--- src/rtl/se_fc_accumulator.sv ---
// se_fc_accumulator: bias-seeded Q5.9 dot-product accumulator that feeds the relu stage.
// Optional macro ACC_SAT_EN: every accumulator add saturates instead of wrapping.
module se_fc_accumulator #(
  parameter int INT_BITS   = 5,
  parameter int FRAC_BITS  = 9,
  parameter int DATA_WIDTH = INT_BITS + FRAC_BITS,
  parameter int ACC_WIDTH  = DATA_WIDTH*2 - FRAC_BITS + 6,
  parameter int IN_CH      = 16,
  parameter int OUT_CH     = 4,
  localparam int NIDX_W    = (OUT_CH > 1) ? $clog2(OUT_CH) : 1
) (
  input  logic                         clk,
  input  logic                         rst_n,
  input  logic                         start,
  input  logic                         in_valid,
  output logic                         in_ready,
  input  logic signed [DATA_WIDTH-1:0] act_in,
  input  logic signed [DATA_WIDTH-1:0] wgt_in,
  input  logic signed [DATA_WIDTH-1:0] bias_in,
  output logic signed [ACC_WIDTH-1:0]  acc_out,
  output logic                         acc_valid,
  output logic [NIDX_W-1:0]            neuron_idx,
  output logic                         busy,
  output logic                         done
);

  localparam int PROD_W = 2 * DATA_WIDTH;
  localparam int EXT_W  = (PROD_W > ACC_WIDTH) ? PROD_W : ACC_WIDTH;
  localparam int BEAT_W = $clog2(IN_CH);
  localparam logic [BEAT_W-1:0] LAST_BEAT   = BEAT_W'(IN_CH - 1);
  localparam logic [NIDX_W-1:0] LAST_NEURON = NIDX_W'(OUT_CH - 1);

  typedef enum logic [1:0] {
    S_IDLE = 2'd0,
    S_ACC  = 2'd1,
    S_OUT  = 2'd2
  } state_e;

  state_e                       state_q, state_d;
  logic [BEAT_W-1:0]            beat_cnt_q, beat_cnt_d;
  logic [NIDX_W-1:0]            neuron_idx_q, neuron_idx_d;
  logic signed [ACC_WIDTH-1:0]  acc_q, acc_d;
  logic signed [ACC_WIDTH-1:0]  acc_out_q, acc_out_d;
  logic                         acc_valid_q, acc_valid_d;
  logic                         done_q, done_d;

  logic signed [PROD_W-1:0]     prod;
  logic signed [EXT_W-1:0]      prod_ext;
  logic signed [ACC_WIDTH-1:0]  prod_s;
  logic signed [ACC_WIDTH-1:0]  add_base;
  logic signed [ACC_WIDTH-1:0]  acc_sum;

  // Accumulator add: clamps to the ACC_WIDTH range when saturation is built in,
  // otherwise plain two's-complement wrap.
  function automatic logic signed [ACC_WIDTH-1:0] acc_add(
    input logic signed [ACC_WIDTH-1:0] a,
    input logic signed [ACC_WIDTH-1:0] b
  );
`ifdef ACC_SAT_EN
    logic signed [ACC_WIDTH:0] s;
    s = (ACC_WIDTH+1)'(a) + (ACC_WIDTH+1)'(b);
    if (s[ACC_WIDTH] != s[ACC_WIDTH-1]) begin
      acc_add = s[ACC_WIDTH] ? {1'b1, {(ACC_WIDTH-1){1'b0}}}
                             : {1'b0, {(ACC_WIDTH-1){1'b1}}};
    end else begin
      acc_add = s[ACC_WIDTH-1:0];
    end
`else
    acc_add = a + b;
`endif
  endfunction

  // Product stage: full-precision Q10.18 product, floored back to Q.9.
  always_comb begin
    prod     = PROD_W'(act_in) * PROD_W'(wgt_in);
    prod_ext = EXT_W'(prod) >>> FRAC_BITS;
    prod_s   = ACC_WIDTH'(prod_ext);
    add_base = (beat_cnt_q == '0) ? ACC_WIDTH'(bias_in) : acc_q;
    acc_sum  = acc_add(add_base, prod_s);
  end

  always_comb begin
    state_d      = state_q;
    beat_cnt_d   = beat_cnt_q;
    neuron_idx_d = neuron_idx_q;
    acc_d        = acc_q;
    acc_out_d    = acc_out_q;
    acc_valid_d  = 1'b0;
    done_d       = 1'b0;
    in_ready     = 1'b0;

    case (state_q)
      S_IDLE: begin
        if (start) begin
          beat_cnt_d   = '0;
          neuron_idx_d = '0;
          state_d      = S_ACC;
        end
      end

      S_ACC: begin
        in_ready = 1'b1;
        if (in_valid) begin
          acc_d = acc_sum;
          if (beat_cnt_q == LAST_BEAT) begin
            // acc_valid/done are registered so they are high exactly while in OUT
            beat_cnt_d  = '0;
            acc_out_d   = acc_sum;
            acc_valid_d = 1'b1;
            done_d      = (neuron_idx_q == LAST_NEURON);
            state_d     = S_OUT;
          end else begin
            beat_cnt_d = beat_cnt_q + 1'b1;
          end
        end
      end

      S_OUT: begin
        if (neuron_idx_q == LAST_NEURON) begin
          state_d = S_IDLE;
        end else begin
          neuron_idx_d = neuron_idx_q + 1'b1;
          beat_cnt_d   = '0;
          state_d      = S_ACC;
        end
      end

      default: state_d = S_IDLE;
    endcase
  end

  always_ff @(posedge clk or negedge rst_n) begin
    if (!rst_n) begin
      state_q      <= S_IDLE;
      beat_cnt_q   <= '0;
      neuron_idx_q <= '0;
      acc_q        <= '0;
      acc_out_q    <= '0;
      acc_valid_q  <= 1'b0;
      done_q       <= 1'b0;
    end else begin
      state_q      <= state_d;
      beat_cnt_q   <= beat_cnt_d;
      neuron_idx_q <= neuron_idx_d;
      acc_q        <= acc_d;
      acc_out_q    <= acc_out_d;
      acc_valid_q  <= acc_valid_d;
      done_q       <= done_d;
    end
  end

  assign acc_out    = acc_out_q;
  assign acc_valid  = acc_valid_q;
  assign neuron_idx = neuron_idx_q;
  assign done       = done_q;
  assign busy       = (state_q != S_IDLE);

endmodule

--- config.mk ---
export PLATFORM = sky130hd
export DESIGN_NAME = se_fc_accumulator
export DESIGN_NICKNAME = d
export VERILOG_FILES = /design/src/rtl/se_fc_accumulator.sv
export SDC_FILE = /design/constraint.sdc
export NUM_CORES = 1
export LEC_CHECK = 0
export CAP_MARGIN = 10
export CORE_MARGIN = 2
export CORE_UTILIZATION = 50
export CTS_BUF_LIST = sky130_fd_sc_hd__clkbuf_2 sky130_fd_sc_hd__clkbuf_4 sky130_fd_sc_hd__clkbuf_8
export DETAILED_ROUTE_END_ITERATION = 10
export PLACE_DENSITY_LB_ADDON = 0.3
export SYNTH_ARGS = -nofsm -noshare
export SYNTH_HDL_FRONTEND = slang
export SYNTH_SLANG_ARGS = --single-unit
--- constraint.sdc ---
create_clock -name clk -period 5.3 [get_ports clk]
set_input_delay 1.325 -clock clk [delete_from_list [all_inputs] [get_ports clk]]
set_output_delay 1.325 -clock clk [all_outputs]
set_load 0.01 [all_outputs]
==> metrics.txt <==
r2r startpoint=beat_cnt_q[0]; Iter 0 DRT Violations=305; Mapped Cells=between 1000 and 1500; Core Region=21600 um2; CTS Sinks=60; first-pass GRT wire length=around 46000 um; hold buffer count at cts=0; HPWL reported at the end of detailed placement=20800 um; most used cell, CP=fa_1; Critical Path Fanout Max=5; R2R depth=21; crit path DAT=around 9 ns; nets@finish=roughly 1800; Via-to-Cell Ratio=between 5 and 6; Via Count=just over 9000; cell taking the most area after synthesis=fa_1; Worst setup SP type=input pin; post-route ant nets=0; # port buffers=76; Max Cap Violations=0; FF-to-FF End=acc_q[24]; total track usage=25.2%; Row Count=54; top cells by count, synth=229 x inv_1, 201 x nand2_1, 195 x fa_1, 91 x and2_1, 90 x ha_1; Seq/Total Area, Yosys=between 10% and 20%; DRT Wirelength=roughly 27000 um; Worst Path Required=about 5.6 ns; TritonRoute pass-1 iters=5; asr flop ratio synth=100%; routed length per instance=approximately 15 um; share of post-route cells with drive strength above 1=between 20% and 30%; Post-Route Skew=around 0.0073 ns; clk buf depth=2; Slew @ Worst Pin=0.941 ns; top cells by area, synth=fa_1 36%, dfrtp_1 14%, ha_1 10%; CP Launch Point=wgt_in[4]; Final Setup Violations=50; Tmin final=about 8.8 ns; post-synthesis cell type count=59; FF+latch count, synth=60; number of diodes=0; CP Class=input pin to flop; DRC=0; Vert. Die Dim=around 150 um; sum of negative setup slack=-118.53 ns; GRT overflow=0; io pins=between 70 and 80; R2R setup slack=0.99 ns; Area Overhead vs Synth=36.0%; vias in the first global route=approximately 10000; outcome=finished, violations left; CTS tree=built; min setup slack post-route=-3.52 ns; Worst path max stage delay=about 0.50 ns; synthesized net count=1551; average cell area after synthesis=approximately 9 um2; Worst-path clk slew=0.07 ns; CTS Buf Count=9; Max Freq=0.113 GHz; mapped cell area=10900 um2; relative slew slack=37.2%; RSZ-0062 raised after global routing=true; Worst path slowest cell=fa_1; die area=23000 um2; CP Capture Point=acc_q[24]; initial antenna violation count=0; H-tree depth=3; Worst Hold Class=flop to flop; clock root buffer=clkbuf_8; Fin. Hold Viols=0; largest net degree at the start of global routing=61; clk_lat worst skew=roughly 0.34 ns; failing checks=negative setup slack; count leader, synth=inv_1; Starting Density=~50%; Final Cycle Share=167%; die width=about 150 um; Yosys warning total=0; GP Congestion=0.866; Post-synth EDFFs=0; post-synth top area share=a little over a third; final slew viol count=0; CP Capture Type=flop; Top FF cell, synth=dfrtp_1
metal layers:
layer  global-route usage, %  up-vias  routed length, um
li1                        -     4341                  -
met2                    48.2      182              14800
met3                    2.87       65                832
met5                       0        -                  0
met4                    7.78        0                864
met1                    29.5     4608              10400
area by class of cell:
class / instances / area [um2]
clock buffers: 14 / 186
clock inverters: 1 / 5.00
fillers: 1652 / 6780
inverters: 231 / 875
multi-input cells: 886 / 9110
flip-flops and latches: 60 / 1500
well taps: 280 / 350
repair buffers: 328 / 2810
worst max-delay path: cells and delay by family:
kind | cells | cell delay, ns
fa+ha+maj | 8 | 3.41
compound gates | 16 | 3.01
buf+inv | 7 | 0.53
simple gates | 7 | 0.72
xor+xnor | 1 | 0.13
worst min path at each step:
stage / from / to / cells after the start / slack [ns]
after floorplan: acc_q[13] / acc_q[13] / 2 / 0.44
after global placement: acc_q[13] / acc_q[13] / 2 / 0.46
after detailed placement: acc_out[0] / acc_out[0] / 2 / 0.47
after CTS: acc_out[0] / acc_out[0] / 2 / 0.49
after global routing: acc_out[2] / acc_out[2] / 2 / 0.51
final: acc_out[21] / acc_out[21] / 2 / 0.48
placed cells by master, fill, tap and decap left out, types with 7 or more instances in the layout:
cell type / Yosys / layout
buf_4: 0 / 210
nor2_1: 30 / 21
xor2_1: 16 / 8
dfrtp_1: 60 / 60
clkdlybuf4s15_2: 0 / 11
a21o_1: 19 / 19
a21oi_2: 1 / 13
inv_2: 0 / 12
clkbuf_8: 0 / 13
buf_6: 0 / 31
o21ai_1: 11 / 45
ha_1: 90 / 70
fa_1: 195 / 180
buf_2: 0 / 15
fa_2: 0 / 15
o21a_1: 10 / 10
inv_1: 229 / 217
ha_4: 0 / 13
and2_4: 0 / 10
nand2b_1: 12 / 7
nand2_2: 0 / 7
clkdlybuf4s50_1: 0 / 47
nand3_1: 9 / 9
xnor2_1: 32 / 22
ha_2: 0 / 7
and2_1: 91 / 81
nand2_1: 201 / 194
o21ai_2: 2 / 9
o21ai_0: 58 / 16
a21oi_1: 32 / 17
repair_timing:
action | in CTS | in global routing
pin swaps | 83 | 39
resized for setup | 215 | 46
gates cloned | 9 | 1
endpoints found under the setup margin | 50 | 50
buffers inserted | 48 | 8
state kept, by name, indices dropped and copies added, names as in the netlist:
name	flops
state_q	2
acc_valid	1
done	1
acc_out	25
acc_q	25
beat_cnt_q	4
neuron_idx	2
logic make-up after synthesis:
family,count (synthesis),share of synthesized area [%]
flops,60,13.8
simple gates,379,16.3
mux,2,0.195
xor+xnor,49,4.00
compound gates,170,10.1
buf+inv,274,9.45
fa+ha+maj,286,46.2
through the flow:
stage,cell area [um2],util (%),std cells,hold slack [ns],worst slack (ns)
after floorplan,11100,-,1220,0.444,-3.39
after global placement,13500,62.4,1723,0.458,-4.11
after detailed placement,13500,62.4,1723,0.472,-4.29
after CTS,14600,67.6,1793,0.486,-3.51
after global routing,14800,68.7,1800,0.508,-3.96
final,14800,68.7,1800,0.483,-3.52
Power is not shown: default switching activity piles up to over one toggle a cycle in this logic, so the estimate is an artifact.
